$ cat config.mk
export PLATFORM = sky130hd
export DESIGN_NAME = alu_op_scheduler
export DESIGN_NICKNAME = d
export VERILOG_FILES = /design/src/rtl/alu_pkg.sv /design/src/rtl/alu_op_scheduler_rr_arb2.sv /design/src/rtl/alu_op_scheduler.sv
export SDC_FILE = /design/constraint.sdc
export NUM_CORES = 1
export LEC_CHECK = 0
export CAP_MARGIN = 20
export CORE_MARGIN = 2
export CORE_UTILIZATION = 30
export CTS_BUF_LIST = sky130_fd_sc_hd__clkbuf_16
export CTS_CLUSTER_SIZE = 30
export DETAILED_ROUTE_END_ITERATION = 12
export PLACE_DENSITY = 0.7
export SYNTH_ARGS = -nofsm -noshare
export SYNTH_HDL_FRONTEND = slang
export SYNTH_HIERARCHICAL = 1
export SYNTH_SLANG_ARGS = --single-unit
$ cat constraint.sdc
create_clock -name clk -period 3.4 [get_ports clk]
set_clock_uncertainty 0.2 [all_clocks]
set_input_delay 0.34 -clock clk [delete_from_list [all_inputs] [get_ports clk]]
set_output_delay 0.34 -clock clk [all_outputs]
set_load 0.05 [all_outputs]
$ cat src/rtl/alu_pkg.sv
// Shared opcode map, scheduler state encoding and latency helper for the ALU scheduler.
package alu_pkg;

    localparam int unsigned OP_W = 4;

    localparam logic [OP_W-1:0] OP_ADD  = 4'b0000;
    localparam logic [OP_W-1:0] OP_SUB  = 4'b0001;
    localparam logic [OP_W-1:0] OP_AND  = 4'b0010;
    localparam logic [OP_W-1:0] OP_OR   = 4'b0011;
    localparam logic [OP_W-1:0] OP_XOR  = 4'b0100;
    localparam logic [OP_W-1:0] OP_NOTA = 4'b0101;
    localparam logic [OP_W-1:0] OP_NAND = 4'b0110;
    localparam logic [OP_W-1:0] OP_NOR  = 4'b0111;
    localparam logic [OP_W-1:0] OP_XNOR = 4'b1000;
    localparam logic [OP_W-1:0] OP_RAND = 4'b1001;
    localparam logic [OP_W-1:0] OP_ROR  = 4'b1010;
    localparam logic [OP_W-1:0] OP_RXOR = 4'b1011;
    localparam logic [OP_W-1:0] OP_PASS = 4'b1100;
    localparam logic [OP_W-1:0] OP_BMA  = 4'b1101;
    localparam logic [OP_W-1:0] OP_AMB  = 4'b1110;
    localparam logic [OP_W-1:0] OP_MUL  = 4'b1111;

    typedef enum logic [1:0] {
        S_IDLE  = 2'd0,
        S_ISSUE = 2'd1,
        S_WAIT  = 2'd2,
        S_RESP  = 2'd3
    } sched_state_t;

    // Only the sequential multiplier needs the long latency.
    function automatic int unsigned op_latency(input logic [OP_W-1:0] op,
                                               input int unsigned mul_lat,
                                               input int unsigned alu_lat);
        return (op == OP_MUL) ? mul_lat : alu_lat;
    endfunction

endpackage

$ cat src/rtl/alu_op_scheduler_rr_arb2.sv
// Two-input round-robin arbiter; the requester that did not win last time has priority.
module rr_arb2 (
    input  logic       clk,
    input  logic       rst,
    input  logic       en,
    input  logic [1:0] req,
    input  logic       accept,
    output logic [1:0] grant
);

    logic rr_last;

    // Remember who was granted on the last accepted request.
    always_ff @(posedge clk) begin
        if (rst) begin
            rr_last <= 1'b1;
        end else if (accept) begin
            rr_last <= grant[1];
        end
    end

    // One-hot grant, zero when disabled or nobody requests.
    always_comb begin
        grant = 2'b00;
        if (en) begin
            case (req)
                2'b01:   grant = 2'b01;
                2'b10:   grant = 2'b10;
                2'b11:   grant = rr_last ? 2'b01 : 2'b10;
                default: grant = 2'b00;
            endcase
        end
    end

endmodule

$ cat src/rtl/alu_op_scheduler.sv
// Shares one ALU between two requesters: arbitrate, issue, wait op latency, return result.
module alu_op_scheduler
    import alu_pkg::*;
#(
    parameter int unsigned WIDTH   = 8,
    parameter int unsigned ALU_LAT = 1,
    parameter int unsigned MUL_LAT = 9
) (
    input  logic                 clk,
    input  logic                 rst,
    input  logic                 req0_valid,
    output logic                 req0_ready,
    input  logic [WIDTH-1:0]     req0_a,
    input  logic [WIDTH-1:0]     req0_b,
    input  logic [OP_W-1:0]      req0_op,
    input  logic                 req1_valid,
    output logic                 req1_ready,
    input  logic [WIDTH-1:0]     req1_a,
    input  logic [WIDTH-1:0]     req1_b,
    input  logic [OP_W-1:0]      req1_op,
    output logic [WIDTH-1:0]     alu_a,
    output logic [WIDTH-1:0]     alu_b,
    output logic [OP_W-1:0]      alu_op,
    output logic                 alu_mul_start,
    input  logic [2*WIDTH-1:0]   alu_s,
    input  logic                 alu_cout,
    output logic                 rsp_valid,
    input  logic                 rsp_ready,
    output logic                 rsp_id,
    output logic [2*WIDTH-1:0]   rsp_data,
    output logic                 rsp_cout,
    output logic                 busy,
    output logic [15:0]          op_count
);

    localparam int unsigned RES_W   = 2 * WIDTH;
    localparam int unsigned CNT_MAX = (MUL_LAT > ALU_LAT) ? MUL_LAT : ALU_LAT;
    localparam int unsigned CNT_W   = (CNT_MAX > 1) ? $clog2(CNT_MAX) : 1;
    localparam int unsigned OPC_W   = 16;

    sched_state_t         state_q, state_n;
    logic [CNT_W-1:0]     cnt_q, cnt_n;
    logic                 id_q, id_n;
    logic [WIDTH-1:0]     alu_a_n, alu_b_n;
    logic [OP_W-1:0]      alu_op_n;
    logic                 mul_start_n;
    logic                 rsp_valid_n, rsp_id_n, rsp_cout_n, busy_n;
    logic [RES_W-1:0]     rsp_data_n;
    logic [OPC_W-1:0]     op_count_n;
    logic [1:0]           grant;
    logic                 sel;

    rr_arb2 u_arb (
        .clk    (clk),
        .rst    (rst),
        .en     (state_q == S_IDLE),
        .req    ({req1_valid, req0_valid}),
        .accept (|grant),
        .grant  (grant)
    );

    assign req0_ready = grant[0];
    assign req1_ready = grant[1];
    assign sel        = grant[1];

    // State and output registers.
    always_ff @(posedge clk) begin
        if (rst) begin
            state_q       <= S_IDLE;
            cnt_q         <= '0;
            id_q          <= 1'b0;
            alu_a         <= '0;
            alu_b         <= '0;
            alu_op        <= '0;
            alu_mul_start <= 1'b0;
            rsp_valid     <= 1'b0;
            rsp_id        <= 1'b0;
            rsp_data      <= '0;
            rsp_cout      <= 1'b0;
            busy          <= 1'b0;
            op_count      <= '0;
        end else begin
            state_q       <= state_n;
            cnt_q         <= cnt_n;
            id_q          <= id_n;
            alu_a         <= alu_a_n;
            alu_b         <= alu_b_n;
            alu_op        <= alu_op_n;
            alu_mul_start <= mul_start_n;
            rsp_valid     <= rsp_valid_n;
            rsp_id        <= rsp_id_n;
            rsp_data      <= rsp_data_n;
            rsp_cout      <= rsp_cout_n;
            busy          <= busy_n;
            op_count      <= op_count_n;
        end
    end

    // Next-state and next-output logic; ALU bus is loaded on acceptance so it is valid in ISSUE.
    always_comb begin
        state_n     = state_q;
        cnt_n       = cnt_q;
        id_n        = id_q;
        alu_a_n     = alu_a;
        alu_b_n     = alu_b;
        alu_op_n    = alu_op;
        mul_start_n = 1'b0;
        rsp_valid_n = rsp_valid;
        rsp_id_n    = rsp_id;
        rsp_data_n  = rsp_data;
        rsp_cout_n  = rsp_cout;
        op_count_n  = op_count;

        case (state_q)
            S_IDLE: begin
                if (|grant) begin
                    alu_a_n     = sel ? req1_a  : req0_a;
                    alu_b_n     = sel ? req1_b  : req0_b;
                    alu_op_n    = sel ? req1_op : req0_op;
                    mul_start_n = (alu_op_n == OP_MUL);
                    id_n        = sel;
                    state_n     = S_ISSUE;
                end
            end
            S_ISSUE: begin
                cnt_n   = CNT_W'(op_latency(alu_op, MUL_LAT, ALU_LAT) - 1);
                state_n = S_WAIT;
            end
            S_WAIT: begin
                if (cnt_q == '0) begin
                    rsp_data_n  = alu_s;
                    rsp_cout_n  = alu_cout;
                    rsp_id_n    = id_q;
                    rsp_valid_n = 1'b1;
                    state_n     = S_RESP;
                end else begin
                    cnt_n = cnt_q - CNT_W'(1);
                end
            end
            S_RESP: begin
                if (rsp_ready) begin
                    rsp_valid_n = 1'b0;
                    op_count_n  = op_count + OPC_W'(1);
                    state_n     = S_IDLE;
                end
            end
            default: state_n = S_IDLE;
        endcase

        busy_n = (state_n != S_IDLE);
    end

endmodule

-- Yosys cells after proc, flatten, opt, wreduce, memory -nomap -nowiden
Cells that the tools add are included.
- bits in registers: 65
- bits of input ports: 62
- output and inout bits: 59
- word-level logic and storage cells: 58
- $add $sub $neg: 3
- eq/ne operators: 11
- multiplexer cells: 16
- bitwise logic cells: 2
- reductions and logical operators: 12
- operators with widths (kind ; number):
    16-bit by 1-bit adder with 16-bit output (second input constant) ; 1
    8-bit 2-to-1 mux ; 2
    4-bit 2-to-1 mux ; 3
    2-bit 2-to-1 mux ; 5
    2-bit == test (second input constant) ; 4
    4-bit == test (second input constant) ; 2
    2-bit case mux with 4 select lines ; 1
    4-bit case mux with 2 select lines ; 1
    2-bit AND reduction ; 4
    4-bit by 1-bit subtractor with 4-bit output (second input constant) ; 2
    2-bit != test (second input constant) ; 3
    2-bit case mux with 3 select lines ; 1
    2-bit nonzero test ; 3
    2-bit by 1-bit == test with 1-bit output (second input constant) ; 2
    4-bit zero test ; 1
    3-bit AND reduction ; 1
    3-bit OR reduction ; 1
    2-bit zero test ; 1
    1-bit 2-to-1 mux ; 2
    1-bit inverter ; 2
    1-bit case mux with 2 select lines ; 1
    2-bit OR reduction ; 1

-- Logic depth before layout (Yosys ltp)
Gate-level depths: netlist of the first run.
- word-level depth: 7
- mapped depth: 10
- mapped depth without buffers: 7

-- By module
The synthesis of the first run kept the hierarchy.
- by module, submodules not included (module ; times used ; cells an instance ; area each (sq um) ; seq. area each (sq um)):
    alu_op_scheduler ; 1 ; 312 ; 2687.6 ; 1281.2
    rr_arb2 ; 1 ; 9 ; 65.1 ; 20.0

-- Least setup slack after synthesis of the first run
No wires, ideal clock.
- kind: reg2reg
- from: register state_q[1]
- to: register alu_mul_start
- arrival time: 2.699 ns
- required time: 3.108 ns
- setup slack: 0.410 ns
- cell stages (with the launch flop): 10
- buffers on the path: 2
- cells stage by stage: dfxtp_1 -> clkbuf_1 -> nor2_1 -> nand2_1 -> a21oi_1 -> nor2_1 -> nor3_1 -> clkbuf_1 -> nand2_1 -> nor4_1
- word-level cells in the longest chain between the ends: 5
- ends and longest elaborated chain (element ; line ; text):
    start, declared ; alu_op_scheduler.sv:41 ; sched_state_t state_q, state_n;
    start signal, assigned ; alu_op_scheduler.sv:83 ; state_q <= state_n;
    2-bit zero test ; alu_op_scheduler.sv:56 ; .en (state_q == S_IDLE),
    2-bit 2-to-1 mux ; alu_op_scheduler_rr_arb2.sv:25 ; if (en) begin
    via req0_ready ; alu_op_scheduler.sv:12 ; output logic req0_ready,
    2-bit OR reduction ; alu_op_scheduler.sv:116 ; if (|grant) begin
    1-bit inverter (no line) ; -- ;
    3-bit OR reduction (no line) ; -- ;
    end signal, assigned ; alu_op_scheduler.sv:89 ; alu_mul_start <= mul_start_n;
    end, declared ; alu_op_scheduler.sv:24 ; output logic alu_mul_start,
The timed path passes the listed nets, and every way through them passes these cells.
A chain may end at the register's enable or synchronous reset.

-- Worst setup path after layout of the first run
- from: register state_q[0]
- to: output port req0_ready
- word-level cells in the longest chain between the ends: 2
- ends and longest elaborated chain (element ; line):
    2-bit zero test ; alu_op_scheduler.sv:56
    2-bit 2-to-1 mux ; alu_op_scheduler_rr_arb2.sv:25
    end, declared ; alu_op_scheduler.sv:12
Every way passes these cells.

==> results.py, run 1 <==
metrics = {
    "worst_setup_path": {
        "crit_type": "reg -> out",
        "required_ns": 2.86,
        "crit_path_end_kind": "output pin",
        "startpoint_type": "register",
        "crit_path_top_delay_cell": "clkdlybuf4s50_1",
        "critPathMaxFanout": 12,
        "arrival_ns": 2.20,
        "max_stage_delay_ns": 0.84,
        "r2r_slack_ns": 1.07,
        "path_cells": "nor2_1 > nand2_1 > a21oi_1 > clkdlybuf4s50_1",
    },
    "sta": {
        "max_freq_ghz": 0.364,
        "slew_headroom_pct": 39.0,
        "min_period_ns": 2.74,
        "finalSetupViolations": 0,
        "hold_viol": 0,
        "finalCritPeriodShare_pct": 80.7,
        "worst_pin_slew_ns": 0.915,
        "rsz0062_at_grt": "no",
        "setup-tns-final_ns": 0,
        "maxSlewViolCount": 0,
    },
    "layout": {
        "design_area_um2": 4320,
        "diodes": 0,
        "fin_cells": 550,
        "nets": 501,
        "syn_to_final_growth_pct": 56.9,
        "fin_util_pct": 49.0,
        "layout-drive-gt1-share_pct": 6.56,
        "final_cell_mix": "clkdlybuf4s50_1 (118), dfxtp_1 (65), nand2_1 (50), nor2_1 (45), a21oi_1 (28)",
        "layout_commonest_cell": "clkdlybuf4s50_1",
        "fill_cells": 825,
    },
    "drt": {
        "drtIter0Drc": 62,
        "antenna_left": 0,
        "drt-total-wl_um": 6830,
        "wl_per_cell_um": 12.4,
        "vias": 2644,
        "dr.pass1.iters": 4,
        "drc": 0,
        "vias_per_cell": 4.81,
    },
    "floorplan": {
        "core_region_area_um2": 8810,
        "fp.dieW_um": 99.8,
        "initial_core_util_pct": 31.3,
        "ios": 121,
        "die_area_um2": 9960,
        "rows": 34,
        "die_y_um": 99.8,
    },
    "cts": {
        "post_cts_buffers": 0,
        "numClockSinks": 65,
        "clock_latency_ns": 0.33,
        "cts_root_buf": "clkbuf_16",
        "ctsResizeCount": 0,
        "cts_buffer_depth": 2,
        "htree_levels": 3,
        "clkTransAtPathRegs_ns": 0.05,
        "cts_buffers": 9,
        "cts-hold-fix-buffers": 0,
        "cts_tree": "built",
    },
    "hold_path": {
        "min_path_type": "reg -> reg",
    },
    "placement": {
        "post_dp_cell_area_um2": 4050,
        "dp.cells": 534,
        "routabilityCongestion": 0.760,
        "numPortBuffers": 120,
        "hpwl_um": 4920,
    },
    "synthesis": {
        "synth_cells": 321,
        "synth.avg_cell_area_um2": 8.58,
        "synth-seq-cells": 65,
        "seq_area_frac_synth_pct": 47.3,
        "synth_nets": 385,
        "post_synth_num_cell_types": 35,
        "synth.cell_area_um2": 2750,
        "ys_warn_count": 6,
    },
    "global_route": {
        "grt_max_degree": 51,
        "grt-ovfl-total": 0,
        "antenna_found_initial": 0,
        "grt_pass1_vias": 2475,
        "track_usage_pct": 14.0,
        "grt_pass1_wl_um": 11200,
    },
    "power_and_ir_drop": {
        "p_leak_nw": 1.53,
        "irDropWorstVdd_mv": 0.455,
        "power.density_nw_per_um2": 707,
        "finalPower_mw": 3.05,
    },
    "flow_run": {
        "timing.max_cap.violations": 0,
    },
    "run_status": {
        "outcome": "finished, final reports clean",
    },
}
## logic make-up (layout without fill, tap and decap cells)
group	count (synthesis)	in the layout	share of synthesized area [%]
xor gates and xnor gates	11	11	3.50
and+or+nand+nor	137	137	23.0
muxes	23	23	8.45
AOI/OAI and AO/OA	59	59	13.4
adders and majority gates	2	2	0.909
DFF	65	65	47.3
buffers and inverters	24	145	3.41
## cell type report
type | count | area [um^2] | share of cell area [%]
tap | 108 | 135 | 3.13
sequential | 65 | 1300 | 30.1
timing repair buffer | 124 | 1240 | 28.6
clock inverter | 7 | 38.8 | 0.898
inverter | 5 | 18.8 | 0.435
multi-input combinational | 232 | 1360 | 31.6
clock buffer | 9 | 225 | 5.22
## metal layers
metal	wire (um)	vias to the layer above	share of wire, %	global-route usage [%]
met5	0	-	0	0
met4	78	0	1.1	5.69
met3	619	8	9.1	5.92
met2	3110	97	46	23.1
met1	3020	1192	44	16.1
li1	-	1347	-	-
## where the power goes
group          internal, mW  switching, mW  total, mW
Sequential            0.904         0.0978       1.00
Combinational         0.453          0.793       1.25
Clock                 0.484          0.324      0.807
Total                  1.84           1.21       3.05
## synth_stat cells, drive strengths merged
| cell | number | area (um^2) |
|---|---|---|
| clkbuf | 14 | 52.6 |
| or4 | 3 | 26.3 |
| a32oi | 1 | 8.76 |
| nor2 | 45 | 169 |
| a22oi | 1 | 7.51 |
| xor2 | 3 | 26.3 |
| nor3 | 7 | 35.0 |
| a311o | 1 | 10.0 |
| mux2i | 21 | 210 |
| inv | 5 | 18.8 |
| dfxtp | 65 | 1300 |
| nor4 | 6 | 37.5 |
| a31oi | 1 | 6.26 |
| and4 | 1 | 8.76 |
| o21ai | 3 | 15.0 |
| nand4 | 5 | 52.6 |
| ha | 2 | 25.0 |
| a31o | 1 | 8.76 |
| and2 | 2 | 12.5 |
| a21oi | 28 | 140 |
| nand2b | 4 | 25.0 |
| and3 | 2 | 12.5 |
| a211oi | 22 | 165 |
| mux2 | 2 | 22.5 |
| nand2 | 50 | 188 |
| nor2b | 4 | 25.0 |
| xnor2 | 8 | 70.1 |
| buf | 5 | 22.5 |
| o31ai | 1 | 7.51 |
| or3 | 1 | 7.51 |
| nand3 | 7 | 35.0 |
## critical path: cells and delay by family, from the launching register on
| kind | cells | cell delay (ns) |
|---|---|---|
| buffers and inverters | 1 | 0.84 |
| DFF | 1 | 0.42 |
| and+or+nand+nor | 2 | 0.41 |
| AOI/OAI and AO/OA | 1 | 0.21 |
## sequential cells by signal (all words and copies together), names as in the netlist
name and count:
alu_a 8, alu_op 4, rsp_id 1, cnt_q 4, state_q 2, op_count 16
u_arb/rr_last 1, rsp_data 16, rsp_valid 1, rsp_cout 1, alu_mul_start 1, id_q 1
busy 1, alu_b 8
## per-stage QoR
step           setup WS (ns)  hold slack, ns
2_1_floorplan          0.410           0.232
3_3_place_gp           0.960           0.243
3_5_place_dp           0.936           0.248
4_1_cts                0.636           0.255
5_1_grt                0.499           0.272
6_report               0.656           0.251
## worst paths after layout
kind | start | endpoint | cells past startpoint
max | state_q[0] | req0_ready | 4
min | rsp_cout | rsp_cout | 2
max reg2reg | state_q[0] | alu_op[2] | 7
min reg2reg | rsp_cout | rsp_cout | 2
Power figures use the tool's default switching activity.
==> run 2, diff against run 1 <==
==> constraint.sdc (replaced) <==
create_clock -name clk -period 2.75 [get_ports clk]
set_clock_uncertainty 0.2 [all_clocks]
set_input_delay 0.275 -clock clk [delete_from_list [all_inputs] [get_ports clk]]
set_output_delay 0.275 -clock clk [all_outputs]
set_load 0.05 [all_outputs]
==> results.py, run 2 (synthesized netlist as in run 1, its figures left out) <==
metrics = {
    "run_status": {
        "outcome": "finished, final reports clean",
    },
    "sta": {
        "worst_pin_slew_ns": 0.681,
        "slew_headroom_pct": 54.6,
        "setup-tns-final_ns": 0,
        "min_period_ns": 2.59,
        "rsz0062_at_grt": "no",
        "max_freq_ghz": 0.386,
        "finalSetupViolations": 0,
        "hold_viol": 0,
        "holdWs_ns": 0.253,
        "finalCritPeriodShare_pct": 94.3,
        "maxSlewViolCount": 0,
    },
    "cts": {
        "cts_buffer_depth": 2,
        "post_cts_buffers": 0,
        "numClockSinks": 65,
        "ctsResizeCount": 0,
        "clock_latency_ns": 0.32,
        "cts_root_buf": "clkbuf_16",
        "htree_levels": 3,
        "cts-hold-fix-buffers": 0,
        "clkTransAtPathRegs_ns": 0.05,
        "cts_buffers": 9,
        "cts_tree": "built",
    },
    "placement": {
        "numPortBuffers": 120,
        "hpwl_um": 5090,
        "routabilityCongestion": 0.784,
        "dp.cells": 536,
    },
    "layout": {
        "fin_cells": 552,
        "diodes": 0,
        "register_area_um2": 1300,
        "fin_util_pct": 49.4,
        "syn_to_final_growth_pct": 58.2,
        "multi_input_area_um2": 1370,
        "layout-drive-gt1-share_pct": 6.76,
        "reg_top3": "op_count (16), rsp_data (16)",
        "final_cell_mix": "clkdlybuf4s50_1 (118), dfxtp_1 (65), nand2_1 (50), nor2_1 (45), a21oi_1 (27)",
        "layout_commonest_cell": "clkdlybuf4s50_1",
        "fill_cells": 846,
        "nets": 503,
    },
    "worst_setup_path": {
        "required_ns": 2.28,
        "r2r_start": "state_q[1]",
        "cp-startpoint": "state_q[1]",
        "arrival_ns": 2.12,
        "crit_path_end_kind": "output pin",
        "critPathMaxFanout": 11,
        "crit_type": "reg -> out",
        "startpoint_type": "register",
    },
    "flow_run": {
        "timing.max_cap.violations": 0,
    },
    "drt": {
        "drtIter0Drc": 76,
        "drc": 0,
        "vias_per_cell": 4.78,
        "dr.pass1.iters": 4,
        "antenna_left": 0,
        "vias": 2638,
        "wl_per_cell_um": 12.6,
        "drt-total-wl_um": 6980,
    },
    "power_and_ir_drop": {
        "power.density_nw_per_um2": 886,
        "irDropWorstVdd_mv": 0.459,
        "pwr-share-clk_pct": 27.5,
        "p_sw_share_pct": 38.6,
        "comb_power_share_pct": 40.7,
        "p_switching_mw": 1.49,
        "p_leak_nw": 1.56,
        "internal-power_mw": 2.37,
        "p_seq_share_pct": 31.8,
    },
    "hold_path": {
        "min_path_type": "reg -> reg",
        "worstHoldStart": "rsp_data[2]",
    },
    "floorplan": {
        "rows": 34,
        "die_area_um2": 9960,
        "fp.dieW_um": 99.8,
        "die_y_um": 99.8,
        "initial_core_util_pct": 31.3,
        "ios": 121,
        "core_region_area_um2": 8810,
    },
    "global_route": {
        "grt_max_degree": 41,
        "grt-ovfl-total": 0,
        "antenna_found_initial": 0,
        "grt_pass1_wl_um": 11400,
        "track_usage_pct": 14.3,
        "grt_pass1_vias": 2471,
    },
}
-- run 2: power by group through the flow --
stage / logic, mW / registers [mW] / clock network, mW
5_1_grt: 1.69 / 1.25 / 1.14
3_5_place_dp: 1.58 / 1.24 / 0
4_1_cts: 1.58 / 1.23 / 1.09
6_report: 1.57 / 1.23 / 1.06
3_3_place_gp: 1.56 / 1.24 / 0
2_1_floorplan: 0.558 / 1.74 / 0
-- run 2: worst paths after layout --
path | endpoint | slack, ns | cells past startpoint
min reg2reg | rsp_data[2] | 0.25 | 2
max reg2reg | alu_mul_start | 0.39 | 8
max | req0_ready | 0.16 | 4
min | rsp_data[2] | 0.25 | 2
-- run 2: layout make-up --
type	instances	share of cell area, %
sequential	65	29.9
clock inverter	7	1.26
timing repair buffer	126	28.7
clock buffer	9	5.17
inverter	5	0.431
multi-input combinational	232	31.4
tap	108	3.10
-- run 2: per-stage QoR --
step           area [um^2]  total power, mW  worst slack, ns
3_3_place_gp          4070             2.80            0.488
4_1_cts               4350             3.90            0.131
2_1_floorplan         2760             2.29           0.0601
3_5_place_dp          4070             2.82            0.350
5_1_grt               4350             4.09           0.0310
6_report              4350             3.86            0.157
-- run 2: critical path, stage by stage (launching register included) --
cell and delay, ns:
dfxtp_1 0.41, nor2_1 0.31, nand2_1 0.11, a21oi_2 0.15, clkdlybuf4s50_1 0.82
-- run 2: per-layer routing --
metal | part of all wire [%] | global-route usage [%] | wire [um] | up-vias
li1 | - | - | - | 1363
met1 | 44 | 17.0 | 3090 | 1172
met2 | 45 | 23.4 | 3170 | 91
met3 | 8.6 | 4.81 | 601 | 12
met4 | 1.7 | 6.11 | 116 | 0
met5 | 0 | 0 | 0 | -
